`src/rtl/hier_icache_flush_sequencer.sv`:
```
// Maintenance command sequencer for the hierarchical icache: runs one command
// at a time, first across the shared banks, then across the private caches.
module hier_icache_flush_sequencer #(
    parameter int unsigned NB_CACHE_BANKS = 4,
    parameter int unsigned NB_CORES       = 9,
    parameter int unsigned TIMEOUT        = 1024
) (
    input  logic                      clk_i,
    input  logic                      rst_i,
    input  logic                      cmd_valid_i,
    output logic                      cmd_ready_o,
    input  logic [2:0]                cmd_op_i,
    input  logic [NB_CORES-1:0]       cmd_core_mask_i,
    input  logic [31:0]               cmd_addr_i,
    output logic                      rsp_valid_o,
    output logic                      rsp_error_o,
    output logic                      busy_o,
    output logic [NB_CACHE_BANKS-1:0] main_enable_req_o,
    input  logic [NB_CACHE_BANKS-1:0] main_enable_ack_i,
    output logic [NB_CACHE_BANKS-1:0] main_disable_req_o,
    input  logic [NB_CACHE_BANKS-1:0] main_disable_ack_i,
    output logic [NB_CACHE_BANKS-1:0] main_flush_req_o,
    input  logic [NB_CACHE_BANKS-1:0] main_flush_ack_i,
    output logic [NB_CACHE_BANKS-1:0] main_sel_flush_req_o,
    input  logic [NB_CACHE_BANKS-1:0] main_sel_flush_ack_i,
    output logic [31:0]               main_sel_flush_addr_o,
    output logic [NB_CORES-1:0]       pri_bypass_req_o,
    input  logic [NB_CORES-1:0]       pri_bypass_ack_i,
    output logic [NB_CORES-1:0]       pri_flush_req_o,
    input  logic [NB_CORES-1:0]       pri_flush_ack_i,
    output logic [NB_CORES-1:0]       pri_sel_flush_req_o,
    input  logic [NB_CORES-1:0]       pri_sel_flush_ack_i,
    output logic [31:0]               pri_sel_flush_addr_o
);

    typedef enum logic [1:0] {S_IDLE, S_MAIN, S_PRI, S_DONE} state_e;
    typedef enum logic [2:0] {
        OP_ENABLE    = 3'd0,
        OP_DISABLE   = 3'd1,
        OP_FLUSH     = 3'd2,
        OP_SEL_FLUSH = 3'd3,
        OP_BYPASS    = 3'd4
    } op_e;

    localparam int unsigned   CW      = (TIMEOUT > 1) ? $clog2(TIMEOUT) : 1;
    localparam logic [CW-1:0] CNT_MAX = (TIMEOUT == 0) ? '0 : CW'(TIMEOUT - 1);

    state_e                    state_q, state_d;
    logic [2:0]                op_q, op_d;
    logic [NB_CORES-1:0]       mask_q, mask_d;
    logic [31:0]               addr_q, addr_d;
    logic [NB_CACHE_BANKS-1:0] main_pend_q, main_pend_d;
    logic [NB_CORES-1:0]       pri_pend_q, pri_pend_d;
    logic                      err_q, err_d;
    logic [CW-1:0]             cnt_q, cnt_d;
    logic [NB_CACHE_BANKS-1:0] main_ack;
    logic [NB_CORES-1:0]       pri_ack;
    logic                      timeout_hit;

    // Only the ack family that matches the latched op can clear pending bits.
    always_comb begin
        main_ack = '0;
        pri_ack  = '0;
        case (op_q)
            OP_ENABLE:    main_ack = main_enable_ack_i;
            OP_DISABLE:   main_ack = main_disable_ack_i;
            OP_FLUSH: begin
                main_ack = main_flush_ack_i;
                pri_ack  = pri_flush_ack_i;
            end
            OP_SEL_FLUSH: begin
                main_ack = main_sel_flush_ack_i;
                pri_ack  = pri_sel_flush_ack_i;
            end
            OP_BYPASS:    pri_ack = pri_bypass_ack_i;
            default: begin
                main_ack = '0;
                pri_ack  = '0;
            end
        endcase
    end

    assign timeout_hit = (TIMEOUT != 0) && (cnt_q == CNT_MAX);

    // Next-state logic: command latch, per-phase pending sets and timeout.
    always_comb begin
        state_d     = state_q;
        op_d        = op_q;
        mask_d      = mask_q;
        addr_d      = addr_q;
        err_d       = err_q;
        cnt_d       = cnt_q + CW'(1);
        main_pend_d = main_pend_q & ~main_ack;
        pri_pend_d  = pri_pend_q & ~pri_ack;
        case (state_q)
            S_IDLE: begin
                cnt_d = '0;
                if (cmd_valid_i) begin
                    op_d   = cmd_op_i;
                    mask_d = cmd_core_mask_i;
                    addr_d = cmd_addr_i;
                    case (cmd_op_i)
                        OP_ENABLE, OP_DISABLE, OP_FLUSH, OP_SEL_FLUSH: begin
                            main_pend_d = '1;
                            state_d     = S_MAIN;
                        end
                        OP_BYPASS: begin
                            pri_pend_d = cmd_core_mask_i;
                            state_d    = (|cmd_core_mask_i) ? S_PRI : S_DONE;
                        end
                        default: begin
                            err_d   = 1'b1;
                            state_d = S_DONE;
                        end
                    endcase
                end
            end
            S_MAIN: begin
                if (main_pend_d == '0) begin
                    cnt_d = '0;
                    if (op_q == OP_FLUSH || op_q == OP_SEL_FLUSH) begin
                        pri_pend_d = mask_q;
                        state_d    = (|mask_q) ? S_PRI : S_DONE;
                    end else begin
                        state_d = S_DONE;
                    end
                end else if (timeout_hit) begin
                    main_pend_d = '0;
                    err_d       = 1'b1;
                    state_d     = S_DONE;
                end
            end
            S_PRI: begin
                if (pri_pend_d == '0) begin
                    state_d = S_DONE;
                end else if (timeout_hit) begin
                    pri_pend_d = '0;
                    err_d      = 1'b1;
                    state_d    = S_DONE;
                end
            end
            S_DONE: begin
                cnt_d   = '0;
                err_d   = 1'b0;
                state_d = S_IDLE;
            end
            default: state_d = S_IDLE;
        endcase
    end

    // State register with synchronous reset.
    always_ff @(posedge clk_i) begin
        if (rst_i) begin
            state_q     <= S_IDLE;
            op_q        <= '0;
            mask_q      <= '0;
            addr_q      <= '0;
            main_pend_q <= '0;
            pri_pend_q  <= '0;
            err_q       <= 1'b0;
            cnt_q       <= '0;
        end else begin
            state_q     <= state_d;
            op_q        <= op_d;
            mask_q      <= mask_d;
            addr_q      <= addr_d;
            main_pend_q <= main_pend_d;
            pri_pend_q  <= pri_pend_d;
            err_q       <= err_d;
            cnt_q       <= cnt_d;
        end
    end

    // Outputs decode registers only; no input reaches an output combinationally.
    assign cmd_ready_o           = (state_q == S_IDLE);
    assign busy_o                = (state_q != S_IDLE);
    assign rsp_valid_o           = (state_q == S_DONE);
    assign rsp_error_o           = (state_q == S_DONE) && err_q;
    assign main_enable_req_o     = main_pend_q & {NB_CACHE_BANKS{op_q == OP_ENABLE}};
    assign main_disable_req_o    = main_pend_q & {NB_CACHE_BANKS{op_q == OP_DISABLE}};
    assign main_flush_req_o      = main_pend_q & {NB_CACHE_BANKS{op_q == OP_FLUSH}};
    assign main_sel_flush_req_o  = main_pend_q & {NB_CACHE_BANKS{op_q == OP_SEL_FLUSH}};
    assign pri_bypass_req_o      = pri_pend_q & {NB_CORES{op_q == OP_BYPASS}};
    assign pri_flush_req_o       = pri_pend_q & {NB_CORES{op_q == OP_FLUSH}};
    assign pri_sel_flush_req_o   = pri_pend_q & {NB_CORES{op_q == OP_SEL_FLUSH}};
    assign main_sel_flush_addr_o = addr_q;
    assign pri_sel_flush_addr_o  = addr_q;

endmodule
```
`config.mk`:
```
export PLATFORM = sky130hd
export DESIGN_NAME = hier_icache_flush_sequencer
export DESIGN_NICKNAME = d
export VERILOG_FILES = /design/src/rtl/hier_icache_flush_sequencer.sv
export SDC_FILE = /design/constraint.sdc
export NUM_CORES = 1
export LEC_CHECK = 0
export CAP_MARGIN = 20
export CORE_MARGIN = 8
export CORE_UTILIZATION = 42
export CTS_BUF_LIST = sky130_fd_sc_hd__clkbuf_4 sky130_fd_sc_hd__clkbuf_8
export DETAILED_ROUTE_END_ITERATION = 12
export PLACE_DENSITY = 0.85
export RECOVER_POWER = 25
export SLEW_MARGIN = 20
export SYNTH_ARGS = -nofsm -noshare
export SYNTH_HDL_FRONTEND = slang
export SYNTH_SLANG_ARGS = --single-unit
export TNS_END_PERCENT = 50
```
`constraint.sdc`:
```
create_clock -name clk_i -period 2.6 [get_ports clk_i]
set_input_delay 0.52 -clock clk_i [delete_from_list [all_inputs] [get_ports clk_i]]
set_output_delay 0.52 -clock clk_i [all_outputs]
set_load 0.05 [all_outputs]
```
==> qor.yml, run 1 <==
ys_ff_latch: 70
clockPowerShare_pct: 19.0
dieHeight_um: 113
hold_violations: 0
grt_pass1_wl_um: 22700
endpoint_kind: "register"
holdPathStages: 2
rsz0062_at_grt: "false"
htree_levels: 3
cts_buffers: 9
clockBufferDepth: 2
post-cts-setup-buffers: 0
drt_first_iter_violations: 306
num_rows: 35
synth_nets: 613
yosys-top-cells-area: "dfxtp_1 35%, nand2_1 11%, buf_4 6.3%, a21oi_1 6.1%, and3_1 4.4%"
cts.clk_slew.worst_paths_ns: 0.08
synth_common_cells: "113 x nand2_1, 70 x dfxtp_1, 48 x a21oi_1"
power.internal_mw: 2.61
io_pins: 201
start_util_pct: 43.0
path_max_fanout: 28
dpl.hpwl_um: 11500
worstMarginPinSlew_ns: 0.804
core_area_um2: 9200
drt-total-wl_um: 14300
p_leak_nw: 2.55
switchingPower_mw: 2.21
cts_resized: 0
port_buffers: 200
drt_pass1_iterations: 5
p_sw_share_pct: 45.9
hold_class: "in2reg"
synthFlopType: "dfxtp_1"
dpl_cell_area_um2: 6150
synthesis.instances: 518
synth.cell_area_um2: 3960
syn2layout_area_growth_pct: 60.5
grt_pass1_vias: 4540
cap_violations: 0
final.min_clock_period_ns: 2.44
postLayoutCellArea_um2: 6350
required_ns: 2.88
overflow: 0
tritoncts: "built"
ir_drop_mv: 0.365
viasPerCell: 5.48
p_comb_share_pct: 52.6
die_w_um: 113
holdBufCountCts: 0
grtUsageTotal_pct: 21.7
grt_max_degree: 32
gp_congestion: 0.992
clk_latency_ns: 0.35
regToRegEndpoint: "err_q$_SDFFE_PP0P_"
synth_top_area_cell: "dfxtp_1"
p_seq_share_pct: 28.4
setup_viol: 0
worst_clock_skew_ns: 0.00842
yosysTopAreaCellShare_pct: 35.4
ys_types: 56
synth_edf_count: 0
clock-root-buffer: "clkbuf_8"
holdWs_ns: 0.449
ant_nets: 0
synth_warnings: 0
cp.arrival_ns: 2.71
critical_path_class: "reg2reg"
cts_sinks: 70
post_drt_wl_per_cell_um: 17.6
drv_slew: 0
route.detailed.drc: 0
period_share_pct: 93.8
regToRegSetupSlack_ns: 0.16
synth_async_sr_flop_share_pct: 0
r2r_cells: 7
vias: 4443
antenna_found_initial: 0
yosysSeqAreaShare_pct: 35.4
syn_avg_cell_area_um2: 7.64
layout.nets: 790
r2r-start: "op_q[0]$_SDFFE_PP0P_"
status: "finished, final reports clean"
fmax_mhz: 410
min_from: "rst_i"
hold_end: "op_q[1]$_SDFFE_PP0P_"
p_per_area_nw_per_um2: 759
slew-limit-headroom_pct: 46.2
layout-drive-gt1-share_pct: 13.9
diodes: 0
worst_setup_path_start_kind: "register"
dieArea_um2: 12800
synth_most_common_cell: "nand2_1"
through the flow:
step	worst slack (ns)	std cells	TNS (ns)	utilization, %	total power, mW
after floorplan	0.167	518	0	-	3.12
after global placement	0.0197	795	0	66.9	3.87
after detailed placement	-0.0231	795	-0.0231	66.9	3.94
after CTS	0.0334	811	0	69.2	4.86
after global routing	0.0468	811	0	69.1	5.09
final	0.161	811	0	69.1	4.82
cells in the final DEF, fill, tap and decap left out, types with 6 or more instances in the layout:
master / synthesis / routed
mux2i_1: 10 / 10
inv_1: 11 / 11
nand3_1: 10 / 10
nor3_1: 6 / 6
o211ai_1: 9 / 9
and2_1: 20 / 19
o21ai_0: 13 / 13
buf_4: 33 / 46
nand2_1: 113 / 113
a21oi_1: 48 / 48
and3_1: 28 / 28
clkdlybuf4s50_1: 0 / 152
nor2_1: 24 / 24
nand4_1: 9 / 9
clkbuf_8: 0 / 11
dfxtp_1: 70 / 70
buf_12: 0 / 26
power groups by stage:
stage | Combinational (mW) | Clock (mW) | Sequential, mW
after floorplan | 1.48 | 0 | 1.65
after global placement | 2.49 | 0 | 1.38
after detailed placement | 2.55 | 0 | 1.39
after CTS | 2.56 | 0.933 | 1.37
after global routing | 2.71 | 0.988 | 1.39
final | 2.54 | 0.916 | 1.37
registers in the layout, summed over array words and instances, names as in the netlist:
signal,cells
cnt_q,10
err_q,1
main_pend_q,4
main_sel_flush_addr_o,32
mask_q,9
op_q,3
pri_pend_q,9
state_q,2
critical path: stages, from the launching register on:
cell and delay [ns]:
dfxtp_1 0.46, buf_4 0.34, mux2i_1 0.13, o221ai_1 0.28, nand4_1 0.19, or4_1 0.48, o211ai_1 0.27, mux2i_1 0.20
logic make-up after synthesis:
kind of cell	after synthesis	share of synthesized area, %
multiplexers	12	3.10
adder cells (fa/ha/maj)	5	1.58
AND/OR/NAND/NOR	230	27.9
AO/OA/AOI/OAI	118	19.8
buffers and inverters	75	10.5
flip-flops	70	35.4
XOR/XNOR	8	1.77
layout make-up:
class | count | area, µm²
clock buffer | 11 | 151
fill | 715 | 2840
inverter | 12 | 45.0
clock inverter | 5 | 57.6
multi-input combinational | 373 | 2140
sequential | 70 | 1400
timing repair buffer | 229 | 2420
tap | 111 | 139
routing by layer:
metal  GRT usage, %  up-vias  share of wire, %
met5              0        -                 0
met4           8.08        0               1.6
met3           6.44       19               9.1
met2           36.9      212                49
met1           25.1     2078                40
li1               -     2134                 -
worst max-delay path by stage:
stage / startpoint / endpoint / slack [ns] / cells after the start
after global routing: state_q[0]$_SDFFE_PP0N_ / main_pend_q[2]$_SDFF_PP0_ / 0.05 / 7
final: op_q[0]$_SDFFE_PP0P_ / err_q$_SDFFE_PP0P_ / 0.16 / 7
after global placement: main_flush_ack_i[3] / pri_pend_q[5]$_SDFF_PP0_ / 0.02 / 8
after floorplan: state_q[0]$_SDFFE_PP0N_ / pri_pend_q[0]$_SDFF_PP0_ / 0.17 / 7
after detailed placement: main_flush_ack_i[3] / pri_pend_q[5]$_SDFF_PP0_ / -0.02 / 8
after CTS: state_q[0]$_SDFFE_PP0N_ / rsp_valid_o / 0.03 / 2
Power figures use the tool's default switching activity.
==> inputs of run 2 (changes only) <==
--- a/config.mk
+++ b/config.mk
@@ -16,4 +16,3 @@
 export SYNTH_ARGS = -nofsm -noshare
 export SYNTH_HDL_FRONTEND = slang
 export SYNTH_SLANG_ARGS = --single-unit
-export TNS_END_PERCENT = 50
==> results of run 2 <==
Final layout, timing and power as in run 1 (identical DEF).
==> inputs of run 3 (changes only) <==
--- a/config.mk
+++ b/config.mk
@@ -10,6 +10,7 @@
 export CORE_UTILIZATION = 42
 export CTS_BUF_LIST = sky130_fd_sc_hd__clkbuf_4 sky130_fd_sc_hd__clkbuf_8
 export DETAILED_ROUTE_END_ITERATION = 12
+export MAX_ROUTING_LAYER = met4
 export PLACE_DENSITY = 0.85
 export RECOVER_POWER = 25
 export SLEW_MARGIN = 20
==> run 3 against run 2 <==
Via count fell by 0.61%. Power fell by 2.5%. First-iteration DRC count fell by 26%. Utilization fell by 0.39 points. Count of clock-buffer cells in the layout did not move. Flip-flop and latch count did not move. Clock skew rose by 0.00067 ns. Non-clock buffer count fell by 2. Worst setup slack improved by 0.013 ns. Cell count fell by 0.25%. Critical endpoint unchanged. Largest cell class unchanged. Largest power group unchanged.
==> qor.yml, run 3 (synthesis results as in run 1) <==
regToRegEndpoint: "err_q$_SDFFE_PP0P_"
layout_commonest_cell: "clkdlybuf4s50_1"
cts_sinks: 70  # unchanged
regToRegSetupSlack_ns: 0.17  # about the same
clockBufferDepth: 2  # unchanged
diodes: 0  # unchanged
clk_latency_ns: 0.35  # about the same
dieHeight_um: 113  # unchanged
p_per_area_nw_per_um2: 744  # -2.0%
antenna_found_initial: 0  # unchanged
holdBufCountCts: 0  # unchanged
worst_clock_skew_ns: 0.00909  # +0.000668 ns
required_ns: 2.89  # about the same
r2r_cells: 7  # unchanged
p_seq_share_pct: 29.2  # +0.8 points
cap_violations: 0  # unchanged
power.internal_mw: 2.48  # -4.8%
setup_viol: 0  # unchanged
hold_violations: 0  # unchanged
fillers: 748  # +4.6%
final_util_pct: 68.7  # -0.39 points
die_w_um: 113  # unchanged
viasPerCell: 5.46  # -0.36%
worst_setup_path_start_kind: "register"
holdWs_ns: 0.473  # +0.0248 ns
io_pins: 201  # unchanged
critical_path_class: "reg2reg"
post-cts-setup-buffers: 0  # unchanged
slew-limit-headroom_pct: 55.0  # +8.8 points
drv_slew: 0  # unchanged
switchingPower_mw: 2.22  # +0.16%
mostFrequentLayoutCells: "152 x clkdlybuf4s50_1, 113 x nand2_1, 70 x dfxtp_1, 48 x a21oi_1, 44 x buf_4"
cts.clk_slew.worst_paths_ns: 0.08  # about the same
clock-root-buffer: "clkbuf_8"
setup_ws_ns: 0.175  # +0.0131 ns
pre_cts_slack_ns: -0.0838  # -0.0607 ns
r2r-start: "op_q[0]$_SDFFE_PP0P_"
largest_reg_flops: 32  # unchanged
port_buffers: 200  # unchanged
ant_nets: 0  # unchanged
path_max_fanout: 28  # unchanged
grt_max_degree: 32  # unchanged
cp-startpoint: "op_q[0]$_SDFFE_PP0P_"
tns_ns: 0  # unchanged
grtUsageTotal_pct: 22.1  # +0.38 points
endpoint_kind: "register"
clockPowerShare_pct: 17.1  # -1.9 points
worstMarginPinSlew_ns: 0.675  # -0.129 ns
tritoncts: "built"
final.min_clock_period_ns: 2.43  # -0.0131 ns
cts_resized: 0  # unchanged
p_comb_share_pct: 53.7  # +1.1 points
drt-total-wl_um: 14300  # about the same
num_rows: 35  # unchanged
overflow: 0  # unchanged
drt_first_iter_violations: 226  # -26%
htree_levels: 3  # unchanged
cts_buffers: 9  # unchanged
post_drt_wl_per_cell_um: 17.7  # +0.20%
dieArea_um2: 12800  # unchanged
fmax_mhz: 412  # +0.54%
syn2layout_area_growth_pct: 59.6
status: "finished, final reports clean"
gp_congestion: 1.01  # +1.4%
grt_pass1_wl_um: 22600  # -0.64%
layout.nets: 788  # -0.25%
cp.arrival_ns: 2.71  # about the same
vias: 4416  # -0.61%
route.detailed.drc: 0  # unchanged
grt_pass1_vias: 4459  # -1.8%
crit_end: "err_q$_SDFFE_PP0P_"
core_area_um2: 9200  # unchanged
hold_class: "reg2reg"
period_share_pct: 93.3  # -0.50 points
ir_drop_mv: 0.447  # +22%
layout-drive-gt1-share_pct: 13.8  # -0.10 points
power_mw: 4.70  # -2.5%
drt_pass1_iterations: 5  # unchanged
p_leak_nw: 2.52  # -0.99%
rsz0062_at_grt: "false"
dpl.hpwl_um: 11400  # -0.30%
start_util_pct: 43.0  # unchanged
p_sw_share_pct: 47.2  # +1.3 points
==> run 3: changes by cell type in the layout (fill, tap and decap cells not counted) <==
| cell | change |
|---|---|
| clkbuf_8 | -1 |
| bufinv_16 | -1 |
| buf_4 | -2 |
| a32oi_1 | -1 |
| clkbuf_4 | +1 |
| a32oi_2 | +1 |
| clkinvlp_4 | +1 |
==> run 3: worst max-delay path, cell delays in order (launching register included) <==
cell      delay, ns
dfxtp_1        0.48
buf_4          0.35
mux2i_1        0.13
o221ai_1       0.27
nand4_1        0.17
or4_1          0.47
o211ai_1       0.27
mux2i_1        0.21
==> run 3: routing by layer <==
metal	global-route usage (%)	part of all wire [%]	vias to the layer above
li1	-	-	2125
met1	25.0	42	2046
met4	8.44	2.3	0
met2	36.8	48	216
met3	5.59	7.6	29
met5	-	0	-
==> run 3: layout make-up <==
| cell class | count | area (µm²) | area share, % |
|---|---|---|---|
| Clock inverter | 5 | 35.0 | 0.554 |
| Inverter | 12 | 45.0 | 0.713 |
| Clock buffer | 11 | 145 | 2.30 |
| Sequential cell | 70 | 1400 | 22.2 |
| Multi-Input combinational cell | 373 | 2150 | 34.0 |
| Tap cell | 111 | 139 | 2.20 |
| Timing Repair Buffer | 227 | 2400 | 38.0 |
==> run 3: how the worst min path moves through the flow <==
stage               slack (ns)                                      to                                   start  depth (start not counted)
floorplan                 0.43                     cnt_q[0]$_SDFF_PP0_                     cnt_q[0]$_SDFF_PP0_                          1
global placement          0.44                     cnt_q[0]$_SDFF_PP0_                     cnt_q[0]$_SDFF_PP0_                          1
detailed placement        0.46                     cnt_q[0]$_SDFF_PP0_                     cnt_q[0]$_SDFF_PP0_                          1
CTS                       0.47                     cnt_q[0]$_SDFF_PP0_                     cnt_q[0]$_SDFF_PP0_                          1
global route              0.49  main_sel_flush_addr_o[27]$_SDFFE_PP0P_  main_sel_flush_addr_o[27]$_SDFFE_PP0P_                          2
finish                    0.47   main_sel_flush_addr_o[4]$_SDFFE_PP0P_   main_sel_flush_addr_o[4]$_SDFFE_PP0P_                          2
==> run 3: power groups by stage <==
| stage | Sequential (mW) | Combinational (mW) | Clock (mW) |
|---|---|---|---|
| global route | 1.40 | 2.69 | 0.858 |
| finish | 1.37 | 2.53 | 0.802 |
| global placement | 1.38 | 2.47 | 0 |
| floorplan | 1.65 | 1.48 | 0 |
| detailed placement | 1.39 | 2.53 | 0 |
| CTS | 1.37 | 2.53 | 0.807 |
==> run 3: stage by stage <==
stage	instance area, µm²	cells
final	6320	809
after global routing	6320	809
after CTS	6320	809
after detailed placement	6140	793
after global placement	6140	793
after floorplan	3960	518
